--- src/rtl/sevenseg_scan_driver.sv ---
`timescale 1ns/1ps
`default_nettype none
// ============================================================================
//  Module   : sevenseg_scan_driver
//  Purpose  : Time-multiplexed driver for a 4-digit common-anode seven-segment
//             display. Four 4-bit hex digits are written through a select/
//             write port and scanned onto one shared active-low segment bus,
//             one digit per slot, with an optional all-anodes-off gap between
//             slots to suppress ghosting.
//  Revision : 1.0  initial release
// ----------------------------------------------------------------------------
//  Parameters
//     REFRESH_DIV   clock cycles each digit is lit (>= 1)
//     BLANK_CYCLES  clock cycles of all-anodes-off between slots (>= 0)
//  Ports
//     clk         in   1  system clock, rising edge
//     rst         in   1  synchronous active-high reset
//     wr_en       in   1  write strobe for the digit store
//     wr_sel      in   2  digit index to write (0 = rightmost, an[0])
//     wr_data     in   4  hex value to store
//     digit_off   in   4  per-digit anode mask (1 = keep anode dark)
//     dp_in       in   4  per-digit decimal point request (1 = lit)
//     seg         out  7  {A,B,C,D,E,F,G}, active-low
//     dp          out  1  decimal point, active-low
//     an          out  4  anodes, active-low, at most one low
//     frame_tick  out  1  one-cycle pulse after digit 3's lit slot
// ============================================================================
module sevenseg_scan_driver #(
   parameter int REFRESH_DIV  = 100000,
   parameter int BLANK_CYCLES = 1000
) (
   input  logic       clk,
   input  logic       rst,
   input  logic       wr_en,
   input  logic [1:0] wr_sel,
   input  logic [3:0] wr_data,
   input  logic [3:0] digit_off,
   input  logic [3:0] dp_in,
   output logic [6:0] seg,
   output logic       dp,
   output logic [3:0] an,
   output logic       frame_tick
);

   // ------------------------------------------------------------------------
   // Counter sizing: one counter serves both the lit slot and the gap, so it
   // must hold the larger of the two terminal values.
   // ------------------------------------------------------------------------
   localparam int CNT_MAX  = (REFRESH_DIV > BLANK_CYCLES) ? REFRESH_DIV : BLANK_CYCLES;
   localparam int CNT_W    = $clog2(CNT_MAX + 1);
   localparam int BLANK_M1 = (BLANK_CYCLES > 0) ? BLANK_CYCLES - 1 : 0;

   localparam logic [CNT_W-1:0] SHOW_LAST  = CNT_W'(REFRESH_DIV - 1);
   localparam logic [CNT_W-1:0] BLANK_LAST = CNT_W'(BLANK_M1);
   localparam logic [CNT_W-1:0] CNT_ONE    = CNT_W'(1);
   localparam logic             HAS_GAP    = (BLANK_CYCLES > 0);

   // FSM encoding
   localparam logic [0:0] ST_BLANK = 1'b0;
   localparam logic [0:0] ST_SHOW  = 1'b1;

   // Idle output values (everything dark)
   localparam logic [3:0] AN_OFF  = 4'b1111;
   localparam logic [6:0] SEG_OFF = 7'b1111111;

   // ------------------------------------------------------------------------
   // State
   // ------------------------------------------------------------------------
   logic [0:0]       state_q, state_d;
   logic [1:0]       idx_q, idx_d;
   logic [CNT_W-1:0] cnt_q, cnt_d;
   logic [3:0]       digit_q [4];
   logic [3:0]       digit_d [4];

   logic [6:0]       seg_q, seg_d;
   logic             dp_q, dp_d;
   logic [3:0]       an_q, an_d;
   logic             frame_tick_q, frame_tick_d;

   // ------------------------------------------------------------------------
   // Hex to active-low segment pattern, bit order {A,B,C,D,E,F,G}.
   // ------------------------------------------------------------------------
   function automatic logic [6:0] decode_hex(input logic [3:0] v);
      logic [6:0] s;
      case (v)
         4'h0:    s = 7'b0000001;
         4'h1:    s = 7'b1001111;
         4'h2:    s = 7'b0010010;
         4'h3:    s = 7'b0000110;
         4'h4:    s = 7'b1001100;
         4'h5:    s = 7'b0100100;
         4'h6:    s = 7'b0100000;
         4'h7:    s = 7'b0001111;
         4'h8:    s = 7'b0000000;
         4'h9:    s = 7'b0000100;
         4'hA:    s = 7'b0001000;
         4'hB:    s = 7'b1100000;
         4'hC:    s = 7'b0110001;
         4'hD:    s = 7'b1000010;
         4'hE:    s = 7'b0110000;
         default: s = 7'b0111000;
      endcase
      return s;
   endfunction

   // ------------------------------------------------------------------------
   // Digit store. Writes land on the clock edge; the display path reads the
   // stored copy, so a write shows on seg one cycle after its edge.
   // ------------------------------------------------------------------------
   always_comb begin
      digit_d = digit_q;
      if (wr_en) begin
         digit_d[wr_sel] = wr_data;
      end
   end

   // ------------------------------------------------------------------------
   // Scan FSM: BLANK gap, then SHOW slot for digit idx, then advance idx.
   // The gap is skipped entirely when BLANK_CYCLES is zero; the reset BLANK
   // state then lasts a single cycle before the first slot.
   // ------------------------------------------------------------------------
   always_comb begin
      state_d      = state_q;
      idx_d        = idx_q;
      cnt_d        = cnt_q + CNT_ONE;
      frame_tick_d = 1'b0;

      case (state_q)
         ST_BLANK: begin
            if (!HAS_GAP || (cnt_q == BLANK_LAST)) begin
               state_d = ST_SHOW;
               cnt_d   = '0;
            end
         end
         default: begin
            if (cnt_q == SHOW_LAST) begin
               idx_d        = idx_q + 2'd1;
               cnt_d        = '0;
               frame_tick_d = (idx_q == 2'd3);
               state_d      = HAS_GAP ? ST_BLANK : ST_SHOW;
            end
         end
      endcase
   end

   // ------------------------------------------------------------------------
   // Output registers are loaded from the next-state view so that the pins
   // change on the same edge as the FSM itself. A masked digit keeps its
   // anode dark but still drives its decoded pattern on seg.
   // ------------------------------------------------------------------------
   always_comb begin
      an_d  = AN_OFF;
      seg_d = SEG_OFF;
      dp_d  = 1'b1;
      if (state_d == ST_SHOW) begin
         an_d[idx_d] = digit_off[idx_d];
         seg_d       = decode_hex(digit_q[idx_d]);
         dp_d        = ~dp_in[idx_d];
      end
   end

   // ------------------------------------------------------------------------
   // Sequential state
   // ------------------------------------------------------------------------
   always_ff @(posedge clk) begin
      if (rst) begin
         state_q      <= ST_BLANK;
         idx_q        <= 2'd0;
         cnt_q        <= '0;
         digit_q      <= '{default: 4'h0};
         an_q         <= AN_OFF;
         seg_q        <= SEG_OFF;
         dp_q         <= 1'b1;
         frame_tick_q <= 1'b0;
      end else begin
         state_q      <= state_d;
         idx_q        <= idx_d;
         cnt_q        <= cnt_d;
         digit_q      <= digit_d;
         an_q         <= an_d;
         seg_q        <= seg_d;
         dp_q         <= dp_d;
         frame_tick_q <= frame_tick_d;
      end
   end

   assign seg        = seg_q;
   assign dp         = dp_q;
   assign an         = an_q;
   assign frame_tick = frame_tick_q;

endmodule
`default_nettype wire

--- config.mk ---
export PLATFORM = sky130hd
export DESIGN_NAME = sevenseg_scan_driver
export DESIGN_NICKNAME = d
export VERILOG_FILES = /design/src/rtl/sevenseg_scan_driver.sv
export SDC_FILE = /design/constraint.sdc
export NUM_CORES = 1
export LEC_CHECK = 0
export ABC_AREA = 1
export CAP_MARGIN = 30
export CORE_ASPECT_RATIO = 1.1
export CORE_MARGIN = 4
export CORE_UTILIZATION = 40
export CTS_BUF_LIST = sky130_fd_sc_hd__clkbuf_4 sky130_fd_sc_hd__clkbuf_8
export DETAILED_ROUTE_END_ITERATION = 16
export PLACE_DENSITY = 0.68
export SKIP_LAST_GASP = 1
export SLEW_MARGIN = 20
export SYNTH_ARGS = -nofsm -noshare
export SYNTH_HDL_FRONTEND = slang
export SYNTH_SLANG_ARGS = --single-unit
--- constraint.sdc ---
create_clock -name clk -period 2.8 [get_ports clk]
set_input_delay 0.56 -clock clk [delete_from_list [all_inputs] [get_ports clk]]
set_output_delay 0.56 -clock clk [all_outputs]
set_load 0.01 [all_outputs]
==> metrics.txt, run 1 <==
largest family of logic cells by synthesized area=simple AND/OR/NAND/NOR gates; P per Cell Area=around 440 nW/um^2; die width=about 85 um; status=finished clean; fin. max-slew vios=0; CTS Root Cell=clkbuf_8; crit path capture=seg[3]$_SDFF_PP1_; setup_tns=0 ns; Final #Nets=~410; Post-synth top flop=dfxtp_1; mux cell area share after synthesis=0; sequential share of power=0.530; area of the mapped netlist=approximately 2600 um^2; Hold Crit Class=reg2reg; via count=~2300; Final Hold Fails=0; R2R Path Start=cnt_q[0]$_SDFF_PP0_; data required time at the worst endpoint=~3.0 ns; drt total wl=around 5400 um; Clock Latency Late Sink=between 0.3 and 0.4 ns; Bufs on Longest Clock Path=2; I/O pin cnt=30; hold_sp=digit_q[0]$_SDFFE_PP0P_; Leakage=about 1.2 nW; CP max FO=12; R2R depth=16; Fmax=399 MHz; pin count of the biggest net entering global routing=18; Worst R2R End=seg[3]$_SDFF_PP1_; CP most frequent cell=nand2_1; Compound-Gate Fraction of Synth Area=0.0882; startpoint types=flop; share of cells above drive strength 1=0.121; Die ar.=7840 um^2; Final Wtd Congestion=around 0.9; CP Capture Type=flop; top cell type's share of synthesized area=0.378; Synth async-reset ratio=0; area leader, netlist=dfxtp_1; DP HPWL=around 4200 um; # DRC=0; Simple-Gate Fraction of Synth Area=0.385; endpoints failing setup=0; vias in the first global route=between 2000 and 2500; Layout area overhead=18.2%; Worst path depth=16; Adder-Cell Fraction of Synth Area=0.0386; Cell Chain, Critical Path=ha_1 > nand2_2 > nor2_8 > nand4_1 > nand2_2 > nand2_2 > nand2_1 > nand2_1 > nand2_1 > nand2_2 > inv_1 > ha_1 > nand3_1 > nand2_1 > nand2_1 > nand3_1; clock buffer count from CTS=5; initial antenna violation count=0; CTS H-tree depth=2; Net Switching=slightly below 0.3 mW; Logic pwr share=0.082; synth unique cells=36; final core utilization=0.492; drt wl/cell=roughly 12 um; warnings from Yosys=0; critical path class=reg2reg; Syn Inst Count=roughly 360; Buf/Inv on CP=1; total global-route track usage=0.148; Synth Register Bits=between 40 and 50; total gr overflow=0; number of synthesized flops with an enable pin=0; crit-path max cell delay=0.36 ns; die height=92.5 um; Seq. cell area=slightly below 1000 um^2; count of antenna-violating nets left after detailed routing=0; Max Cap Violations=0; CP arrival=~2.7 ns; Clock power frac=0.388; row count=30; CTS tree=yes; slowest stage cell, crit path=dfxtp_1; Final period util=0.894; Fin Clk Skew=about 0.01 ns; fin crit period=around 2.5 ns; Filler cells=around 650; clk sinks=49; Syn Area/Cell=approximately 7.3 um^2; Slew headroom=0.719; Iteration-0 DRC Markers=about 210; Reg clk slew, reported paths=around 0.090 ns; Antenna diodes=0; final worst setup slack=roughly 0.3 ns; pre-CTS setup slack=~0.32 ns; initial core utilization=0.417; Post-Synth XOR/XNOR Area=0.0304; Internal Power=1.06 mW; Vias/cell=around 5; area occupied by multi-input gates=between 1000 and 1500 um^2; core area=~6200 um^2; Reg2Reg Setup Slack=0.30 ns; sequential area share after synthesis=0.378; Worst VDD drop=about 0.27 mV; largest delay contributor family on the critical path=simple AND/OR/NAND/NOR gates; Synth area leaders=dfxtp_1 38%, nand2_1 9.8%, nand3_1 7.9%, nor2_1 6.8%, inv_1 4.6%; Detailed Routing Iterations Pass 1=4; CP startpoint=cnt_q[0]$_SDFF_PP0_; first-pass GRT wire length=approximately 9600 um; Synth Net Count=~380; IO Port Bufs=29; Worst-Margin Slew=roughly 0.42 ns; Switching Share=0.219; RSZ-0062 raised after global routing=no
-- registers in the layout, summed over array words and instances (netlist names) --
register / count
dp: 1
state_q: 1
cnt_q: 17
seg: 7
an: 4
idx_q: 2
frame_tick: 1
digit_q: 16
-- metrics by stage --
step | cell area, um^2 | power [mW] | std cells | hold slack (ns)
after floorplan | 2600 | 0.802 | 358 | 0.418
after global placement | 2940 | 0.846 | 461 | 0.431
after detailed placement | 2940 | 0.848 | 461 | 0.448
after CTS | 3060 | 1.38 | 469 | 0.462
after global routing | 3070 | 1.43 | 469 | 0.478
final | 3070 | 1.36 | 469 | 0.455
-- synthesized netlist by cell type (2+ instances only) --
cell       n
a211oi_1   2
a21oi_1   15
buf_2      2
buf_6      3
dfxtp_1   49
ha_1       8
inv_1     32
inv_2      7
nand2_1   68
nand2_2   14
nand3_1   41
nand3_2    3
nand3b_1   2
nand4_1   11
nor2_1    47
nor2_2     3
nor2_4     3
nor3_1     3
nor3_2     2
nor4_1     2
o21ai_0   19
xnor2_1    2
xor2_1     7
-- layout make-up --
class / instances / area share
well taps: 80 / 0.0326
repair buffers: 31 / 0.0995
clock inverters: 1 / 0.00979
multi-input cells: 261 / 0.460
inverters: 40 / 0.0489
clock buffers: 7 / 0.0294
flip-flops and latches: 49 / 0.320
-- kinds of logic after synthesis --
| logic type | Yosys count |
|---|---|
| AND/OR/NAND/NOR | 203 |
| flip-flops | 49 |
| adder cells (fa/ha/maj) | 8 |
| AO/OA/AOI/OAI | 41 |
| buffers and inverters | 48 |
| XOR/XNOR | 9 |
-- worst min path at each step --
stage	end	slack, ns	cells after the start
2_1_floorplan	cnt_q[0]$_SDFF_PP0_	0.42	1
3_3_place_gp	cnt_q[0]$_SDFF_PP0_	0.43	1
3_5_place_dp	digit_q[0]$_SDFFE_PP0P_	0.45	2
4_1_cts	digit_q[0]$_SDFFE_PP0P_	0.46	2
5_1_grt	cnt_q[0]$_SDFF_PP0_	0.48	1
6_report	digit_q[0]$_SDFFE_PP0P_	0.45	2
-- cells in the final DEF (no fill, tap or decap), drive strengths merged --
master / count
nor4: 2
o31ai: 1
clkinv: 1
xnor2: 2
nand4: 12
a22oi: 1
a221oi: 1
o21ai: 19
dfxtp: 49
clkdlybuf4s50: 29
nor3b: 1
buf: 2
ha: 8
bufinv: 1
xor2: 7
nand3b: 2
a21oi: 16
clkbuf: 7
nor3: 5
nand2: 83
o22ai: 1
nor2: 54
a211oi: 2
nand3: 44
inv: 39
-- repair_timing --
item | CTS | global route
endpoints found under the setup margin | 0 | 1
setup buffers | 0 | 0
hold buffers | 0 | 0
resized for setup | 0 | 1
-- worst min-delay path: stages (launching register included) --
cell and delay [ns]:
dfxtp_1 0.32, inv_1 0.05, a21oi_1 0.05
-- layer usage --
| layer | vias to the layer above | global-route usage | wire length (um) |
|---|---|---|---|
| met5 | - | 0 | 0 |
| li1 | 1230 | - | - |
| met4 | 0 | 0.0488 | 73 |
| met2 | 50 | 0.224 | 2260 |
| met3 | 9 | 0.0329 | 286 |
| met1 | 996 | 0.207 | 2800 |
-- power groups by stage --
stage	Sequential (mW)	Clock (mW)	Combinational [mW]
floorplan	0.734	0	0.0680
global placement	0.736	0	0.110
detailed placement	0.737	0	0.111
CTS	0.720	0.546	0.112
global route	0.722	0.575	0.129
finish	0.720	0.528	0.111
Power figures use the tool's default switching activity.
==> inputs of run 2 (changes only) <==
--- a/config.mk
+++ b/config.mk
@@ -14,7 +14,6 @@
 export DETAILED_ROUTE_END_ITERATION = 16
 export PLACE_DENSITY = 0.68
 export SKIP_LAST_GASP = 1
-export SLEW_MARGIN = 20
 export SYNTH_ARGS = -nofsm -noshare
 export SYNTH_HDL_FRONTEND = slang
 export SYNTH_SLANG_ARGS = --single-unit
==> results of run 2 <==
The final DEF is identical to that of run 1; final timing and power are the same.
